[src/rtl/fetch_if.sv]
// Fetch-stage bus: instruction memory port, decode-side control and the IF/ID register outputs.
// The master modport is the fetch stage itself; slave is whoever drives memory and decode.
interface fetch_if;
  logic [15:0] imem_addr;
  logic        imem_req;
  logic [15:0] imem_rdata;
  logic        imem_ready;
  logic        stall_id;
  logic        redirect;
  logic [15:0] redirect_pc;
  logic [15:0] ifid_instr;
  logic [15:0] ifid_pc2;
  logic        ifid_valid;
  logic [15:0] pc;
  logic        halted;

  modport master (
    output imem_addr, imem_req, ifid_instr, ifid_pc2, ifid_valid, pc, halted,
    input  imem_rdata, imem_ready, stall_id, redirect, redirect_pc
  );

  modport slave (
    input  imem_addr, imem_req, ifid_instr, ifid_pc2, ifid_valid, pc, halted,
    output imem_rdata, imem_ready, stall_id, redirect, redirect_pc
  );
endinterface

[src/rtl/fetch_stage.sv]
// Instruction fetch stage with a one-entry skid buffer, halt detection on opcode 5'b00000
// and redirect flushing; feeds the IF/ID pipeline register.
module fetch_stage #(
  parameter logic [15:0] RESET_PC  = 16'h0000,
  parameter logic [15:0] NOP_INSTR = 16'h0800
) (
  input logic clk,
  input logic rst,
  fetch_if.master bus
);

  typedef enum logic [1:0] {FETCH, SKID, HALTED} state_t;

  state_t      state, state_n;
  logic [15:0] pc_q, pc_n;
  logic [15:0] instr_q, instr_n;
  logic [15:0] pc2_q, pc2_n;
  logic        valid_q, valid_n;
  logic [15:0] skid_instr, skid_instr_n;
  logic [15:0] skid_pc2, skid_pc2_n;
  logic [15:0] pc_plus2;

  assign pc_plus2       = pc_q + 16'd2;
  assign bus.imem_addr  = pc_q;
  assign bus.imem_req   = (state == FETCH) && !rst;
  assign bus.pc         = pc_q;
  assign bus.ifid_instr = instr_q;
  assign bus.ifid_pc2   = pc2_q;
  assign bus.ifid_valid = valid_q;
  assign bus.halted     = (state == HALTED);

  always_ff @(posedge clk) begin
    if (rst) begin
      state      <= FETCH;
      pc_q       <= RESET_PC;
      instr_q    <= NOP_INSTR;
      pc2_q      <= 16'h0000;
      valid_q    <= 1'b0;
      skid_instr <= 16'h0000;
      skid_pc2   <= 16'h0000;
    end else begin
      state      <= state_n;
      pc_q       <= pc_n;
      instr_q    <= instr_n;
      pc2_q      <= pc2_n;
      valid_q    <= valid_n;
      skid_instr <= skid_instr_n;
      skid_pc2   <= skid_pc2_n;
    end
  end

  // Redirect outranks stall; an accepted word that decode cannot take goes to the skid, never re-read.
  always_comb begin
    state_n      = state;
    pc_n         = pc_q;
    instr_n      = instr_q;
    pc2_n        = pc2_q;
    valid_n      = valid_q;
    skid_instr_n = skid_instr;
    skid_pc2_n   = skid_pc2;

    if (bus.redirect) begin
      state_n      = FETCH;
      pc_n         = bus.redirect_pc;
      instr_n      = NOP_INSTR;
      valid_n      = 1'b0;
      skid_instr_n = 16'h0000;
      skid_pc2_n   = 16'h0000;
    end else begin
      case (state)
        FETCH: begin
          if (bus.imem_ready) begin
            pc_n = pc_plus2;
            if (!bus.stall_id) begin
              instr_n = bus.imem_rdata;
              pc2_n   = pc_plus2;
              valid_n = 1'b1;
              state_n = (bus.imem_rdata[15:11] == 5'b00000) ? HALTED : FETCH;
            end else begin
              skid_instr_n = bus.imem_rdata;
              skid_pc2_n   = pc_plus2;
              state_n      = SKID;
            end
          end else if (!bus.stall_id) begin
            instr_n = NOP_INSTR;
            valid_n = 1'b0;
          end
        end
        SKID: begin
          if (!bus.stall_id) begin
            instr_n = skid_instr;
            pc2_n   = skid_pc2;
            valid_n = 1'b1;
            state_n = (skid_instr[15:11] == 5'b00000) ? HALTED : FETCH;
          end
        end
        HALTED: begin
          if (!bus.stall_id) begin
            instr_n = NOP_INSTR;
            valid_n = 1'b0;
          end
        end
        default: state_n = FETCH;
      endcase
    end
  end

endmodule

[src/flat_wrapper.sv]
// flat-port wrapper written by rule: the top's interface ports become plain ports
module fetch_stage_flat 
#(
  parameter logic [15:0] RESET_PC  = 16'h0000,
  parameter logic [15:0] NOP_INSTR = 16'h0800
)
  (clk, rst, bus_imem_addr, bus_imem_req, bus_ifid_instr, bus_ifid_pc2, bus_ifid_valid, bus_pc, bus_halted, bus_imem_rdata, bus_imem_ready, bus_stall_id, bus_redirect, bus_redirect_pc);
  fetch_if bus_i ();
  input logic clk;
  input logic rst;
  output wire logic [$bits(bus_i.imem_addr)-1:0] bus_imem_addr;
  output wire logic [$bits(bus_i.imem_req)-1:0] bus_imem_req;
  output wire logic [$bits(bus_i.ifid_instr)-1:0] bus_ifid_instr;
  output wire logic [$bits(bus_i.ifid_pc2)-1:0] bus_ifid_pc2;
  output wire logic [$bits(bus_i.ifid_valid)-1:0] bus_ifid_valid;
  output wire logic [$bits(bus_i.pc)-1:0] bus_pc;
  output wire logic [$bits(bus_i.halted)-1:0] bus_halted;
  input wire logic [$bits(bus_i.imem_rdata)-1:0] bus_imem_rdata;
  input wire logic [$bits(bus_i.imem_ready)-1:0] bus_imem_ready;
  input wire logic [$bits(bus_i.stall_id)-1:0] bus_stall_id;
  input wire logic [$bits(bus_i.redirect)-1:0] bus_redirect;
  input wire logic [$bits(bus_i.redirect_pc)-1:0] bus_redirect_pc;
  assign bus_imem_addr = bus_i.imem_addr;
  assign bus_imem_req = bus_i.imem_req;
  assign bus_ifid_instr = bus_i.ifid_instr;
  assign bus_ifid_pc2 = bus_i.ifid_pc2;
  assign bus_ifid_valid = bus_i.ifid_valid;
  assign bus_pc = bus_i.pc;
  assign bus_halted = bus_i.halted;
  assign bus_i.imem_rdata = bus_imem_rdata;
  assign bus_i.imem_ready = bus_imem_ready;
  assign bus_i.stall_id = bus_stall_id;
  assign bus_i.redirect = bus_redirect;
  assign bus_i.redirect_pc = bus_redirect_pc;
  fetch_stage #(.RESET_PC(RESET_PC), .NOP_INSTR(NOP_INSTR)) u_core (.clk(clk), .rst(rst), .bus(bus_i));
endmodule
[config.mk]
export PLATFORM = sky130hd
export DESIGN_NAME = fetch_stage_flat
export DESIGN_NICKNAME = d
export VERILOG_FILES = /design/src/rtl/fetch_if.sv /design/src/rtl/fetch_stage.sv /design/src/flat_wrapper.sv
export SDC_FILE = /design/constraint.sdc
export NUM_CORES = 1
export LEC_CHECK = 0
export BUFFER_PORTS_ARGS = -buffer_cell sky130_fd_sc_hd__buf_2
export CELL_PAD_IN_SITES_DETAIL_PLACEMENT = 0
export CELL_PAD_IN_SITES_GLOBAL_PLACEMENT = 1
export CORE_MARGIN = 3
export CORE_UTILIZATION = 42
export DETAILED_ROUTE_END_ITERATION = 12
export GPL_ROUTABILITY_DRIVEN = 0
export PLACE_DENSITY_LB_ADDON = 0.1
export SLEW_MARGIN = 20
export SYNTH_ARGS = -nofsm -noshare
export SYNTH_HDL_FRONTEND = slang
export SYNTH_SLANG_ARGS = --single-unit
[constraint.sdc]
create_clock -name clk -period 5 [get_ports clk]
set_input_delay 0.5 -clock clk [delete_from_list [all_inputs] [get_ports clk]]
set_output_delay 0.5 -clock clk [all_outputs]
set_load 0.01 [all_outputs]
Word-level counts from Yosys, hierarchy flattened:

Index checks and enable logic that the tools add are counted.

* equality and inequality tests: 6
* bitwise logic cells: 2
* muxes and demuxes: 22
* $add $sub $neg: 1
* reduce and logical (&&, ||, !) cells: 15

Operators by type and width (count)
* 16-bit two-way mux: 10
* 16-bit case mux with 3 select lines: 1
* 16-bit case mux with 2 select lines: 1
* 16-bit by 2-bit adder with 16-bit output (second input constant): 1
* 5-bit zero test: 2
* 2-bit two-way mux: 5
* 3-bit AND reduction: 3
* 2-bit inequality test (second input constant): 3
* 2-bit case mux with 3 select lines: 1
* 2-bit nonzero test: 3
* 5-bit AND reduction: 1
* 1-bit two-way mux: 3
* 3-bit inequality test (second input constant): 1
* 1-bit case mux with 3 select lines: 1
* 3-bit nonzero test: 1
* 2-bit by 1-bit equality test with 1-bit output (second input constant): 1
* 2-bit equality test (second input constant): 1
* 2-bit zero test: 1
* 1-bit NOT: 2
* 2-bit AND reduction: 1
* 2-bit OR reduction: 1
* 1-bit logical AND: 1
* 1-bit zero test: 1

* word-level logic and storage cells: 53
* input bits: 37
* bits in registers: 83

Depth between registers and ports, before layout:

* depth in word-level cells: 5
* mapped depth: 8

Least setup slack after synthesis:

No wires, ideal clock.

* path kind: register to register
* start: register u_core.pc_q[1] (netlist: u_core.bus.imem_addr[1])
* end: register u_core.pc2_q[9] (netlist: u_core.bus.ifid_pc2[9])
* setup time: 0.132 ns
* setup slack: 3.257 ns
* cell stages (with the launch flop): 7
* arrival time: 1.611 ns
* buffers on the path: 1
* required time: 4.868 ns
* path through: dfxtp_1 ha_1 nand3_4 buf_6 o21a_1 o311ai_1 a21oi_1

* word-level cells in the longest chain between the ends: 4

RTL lines
* start, declared: RTL line fetch_stage.sv:15 `logic [15:0] pc_q, pc_n;`
* start signal, assigned: RTL line fetch_stage.sv:43 `pc_q <= pc_n;`
* 16-bit by 2-bit adder with 16-bit output: RTL line fetch_stage.sv:23 `assign pc_plus2 = pc_q + 16'd2;`
* 16-bit two-way mux: RTL line fetch_stage.sv:74 `if (!bus.stall_id) begin`
* 16-bit two-way mux: RTL line fetch_stage.sv:72 `if (bus.imem_ready) begin`
* 16-bit case mux with 2 select lines: RTL line fetch_stage.sv:70 `case (state)`
* end signal, assigned: RTL line fetch_stage.sv:45 `pc2_q <= pc2_n;`
* end, declared: RTL line fetch_stage.sv:17 `logic [15:0] pc2_q, pc2_n;`

Every way passes these cells. The select of a mux whose other input is x is not followed.
A chain may end at the register's enable or synchronous reset.

Final worst setup path:

* start: register u_core.state[0]
* end: register u_core.skid_pc2[1]

* word-level cells in the longest chain between the ends: 2

RTL lines
* start, declared: RTL line fetch_stage.sv:14 `state_t state, state_n;`
* start signal, assigned: RTL line fetch_stage.sv:42 `state <= state_n;`
* 2-bit zero test: RTL line fetch_stage.sv:70
* 3-bit AND reduction (no source line)
* end signal, assigned: RTL line fetch_stage.sv:48 `skid_pc2 <= skid_pc2_n;`
* end, declared: RTL line fetch_stage.sv:20 `logic [15:0] skid_pc2, skid_pc2_n;`

Every way passes these cells.

==> impl_metrics.json <==
{
  "status": "completed",
  "grt_pass1_wl_mm": 18.4,
  "drv_slew": 0,
  "antenna_found_initial": 0,
  "synth-main-ff-cell": "dfxtp_1",
  "holdWs_ns": 0.367,
  "synth_area_per_cell_um2": 8.41,
  "rsz0062_at_grt": "false",
  "p_seq_share_pct": 48.2,
  "dieWidth_um": 106,
  "synthTopCellsByCount": "dfxtp_1 (83), nand2_1 (73), a21oi_1 (53)",
  "critPathKind": "flip-flop to flip-flop",
  "fin_tns_setup_ns": 0,
  "clk_latency_ns": 0.36,
  "synth_top_cell_by_area": "dfxtp_1",
  "syn_inst": 503,
  "core_mm2": 0.00977,
  "p_switching_uw": 411,
  "clock-root-buffer": "clkbuf_8",
  "holdPathStages": 2,
  "holdBufCountCts": 0,
  "start_util_pct": 43.3,
  "ys_ff_latch": 83,
  "switching_share_pct": 27.7,
  "setup_viol": 0,
  "critPathRequiredTime_ns": 5.27,
  "power_frac_comb_pct": 14.3,
  "clkTransAtPathRegs_ns": 0.09,
  "drv_cap": 0,
  "reg2reg_slack_ns": 2.30,
  "r2r_end": "u_core.skid_pc2[1]$_SDFFE_PP0P_",
  "ant_nets": 0,
  "cts_buffer_depth": 2,
  "worstRegToRegCells": 7,
  "grt_max_degree": 45,
  "ios": 104,
  "p_clk_share_pct": 37.5,
  "stdcell_area_mm2": 0.00484,
  "clock-sinks": 83,
  "p_per_area_mw_per_mm2": 307,
  "ys_types": 55,
  "synthArstFlopShare_pct": 0,
  "yosysMostFrequentCell": "dfxtp_1",
  "drive_gt1_share_pct": 26.3,
  "track_usage_pct": 20.3,
  "cts_tree": "built",
  "crit_start": "u_core.state[0]$_SDFFE_PP0P_",
  "crit_fanout": 27,
  "area_growth_pct": 14.4,
  "drc": 0,
  "crit_path_start_kind": "flip-flop",
  "crit_end": "u_core.skid_pc2[1]$_SDFFE_PP0P_",
  "cp-end-kind": "flip-flop",
  "synth.top_cell.area_share_pct": 39.3,
  "rows": 36,
  "overflow": 0,
  "port-buffer-count": 103,
  "max_freq_ghz": 0.370,
  "place_area_mm2": 0.00461,
  "worstReg2RegStart": "u_core.state[0]$_SDFFE_PP0P_",
  "p_int_uw": 1070,
  "wirelength_mm": 11.3,
  "netlist_area_mm2": 0.00423,
  "arrival_ns": 2.97,
  "cts_buffers": 9,
  "grt_pass1_vias": 3546,
  "viasPerCell": 5.41,
  "die_y_um": 106,
  "hold_path.class": "primary input to flip-flop",
  "yosys-top-cells-area": "dfxtp_1 (39%), nand2_1 (6.5%), a21oi_1 (6.3%)",
  "relSlewSlack_pct": 34.4,
  "die_area_mm2": 0.0113,
  "dp.final_hpwl_mm": 7.86,
  "worstMarginPinSlew_ns": 0.982,
  "finalHoldViolations": 0,
  "finalCritPeriodShare_pct": 54.1,
  "vias": 3789,
  "peakVddDrop_v": 0.000125,
  "period_needed_ns": 2.70,
  "wl_per_cell_um": 16.1,
  "synth-seq-area-share_pct": 39.3,
  "finClkSkew_ns": 0.0102,
  "antenna_cells": 0,
  "synth_edf_count": 0,
  "drt_iter0_drc": 150,
  "cts_max_level": 3,
  "p_leak_uw": 0.00185,
  "fillers": 1002,
  "ctsResizeCount": 0,
  "postCtsSetupRepairBufs": 0,
  "finalNetCount": 604,
  "drtPass1Iterations": 4,
  "synth_nets": 545,
  "yosysWarnings": 0
}
## flip-flops by register name, indices dropped and copies added, names as in the netlist, named ones only
name and flops:
u_core.bus.imem_addr 16, u_core.skid_pc2 16, u_core.state 2, u_core.bus.ifid_pc2 16, u_core.skid_instr 16, u_core.bus.ifid_instr 16
## layer usage
layer,vias to the layer above,global-route usage [%],part of all wire (%)
met5,-,0,0
met4,0,7.22,1.1
met3,11,3.28,4.2
met2,88,29.6,44
met1,1790,29.9,51
li1,1900,-,-
## critical path, stage by stage (launching register included)
cell and delay, ns:
dfxtp_1 0.36, inv_1 0.09, ha_1 0.45, nand2_4 0.26, nor2_2 0.81, buf_4 0.36
nor2_1 0.06, a211oi_1 0.21
## kinds of logic after synthesis
| family | synth area share (%) |
|---|---|
| flops | 39.3 |
| simple gates | 23.2 |
| xor+xnor | 3.73 |
| mux | 1.42 |
| fa+ha+maj | 1.48 |
| buf+inv | 8.52 |
| compound gates | 22.4 |
## worst min path at each step
stage                                   startpoint                                    to
2_1_floorplan      u_core.skid_pc2[0]$_SDFFE_PP0P_       u_core.skid_pc2[0]$_SDFFE_PP0P_
3_3_place_gp   u_core.bus.ifid_pc2[6]$_SDFFE_PP0P_   u_core.bus.ifid_pc2[6]$_SDFFE_PP0P_
3_5_place_dp   u_core.bus.ifid_pc2[6]$_SDFFE_PP0P_   u_core.bus.ifid_pc2[6]$_SDFFE_PP0P_
4_1_cts                         bus_redirect_pc[3]  u_core.bus.imem_addr[3]$_SDFFE_PP0P_
5_1_grt                         bus_redirect_pc[3]  u_core.bus.imem_addr[3]$_SDFFE_PP0P_
6_report                        bus_redirect_pc[3]  u_core.bus.imem_addr[3]$_SDFFE_PP0P_
## metrics by stage
step	utilization, %	power, uW	std cells	setup WS (ns)
2_1_floorplan	-	882	503	3.26
3_5_place_dp	47.1	945	684	2.33
3_3_place_gp	47.1	943	684	2.41
5_1_grt	49.5	1560	700	1.95
6_report	49.5	1490	700	2.30
4_1_cts	49.5	1500	700	2.27
## layout make-up
cell class | instances | area (um2) | share of cell area [%]
clock buffers | 12 | 155 | 3.20
clock inverters | 4 | 72.6 | 1.50
inverters | 8 | 30.0 | 0.620
multi-input cells | 354 | 2220 | 45.8
flip-flops and latches | 83 | 1660 | 34.3
well taps | 133 | 166 | 3.44
repair buffers | 106 | 538 | 11.1
## power groups by stage
stage / Combinational [uW] / Clock, uW / Sequential [uW]
floorplan: 152 / 0 / 729
global placement: 212 / 0 / 731
detailed placement: 213 / 0 / 732
CTS: 214 / 565 / 717
global route: 235 / 600 / 722
finish: 212 / 557 / 716
## cells in the final DEF (no fill, tap or decap), types with 2 or more instances in the layout
cell       count
a2111oi_2      3
a211oi_1      15
a211oi_2       3
a21o_1         2
a21oi_1       53
a22o_1        15
a311oi_1       3
a31o_1         2
and4_1         4
buf_2        103
buf_4          3
bufinv_16      2
clkbuf_8      11
dfxtp_1       83
ha_1           5
inv_1          7
mux2i_1        6
nand2_1       73
nand2b_1       5
nand3_1       10
nand4_1        7
nor2_1        31
nor2b_1        4
nor3_1        14
nor3_2         6
nor3_4         2
nor4_1         6
nor4_2         5
o211ai_1       4
o21a_1         4
o21ai_0       27
o21ai_1        2
o311ai_1       4
or3_1          2
xnor2_1       14
xor2_1         4
(Power assumes the default switching activity.)
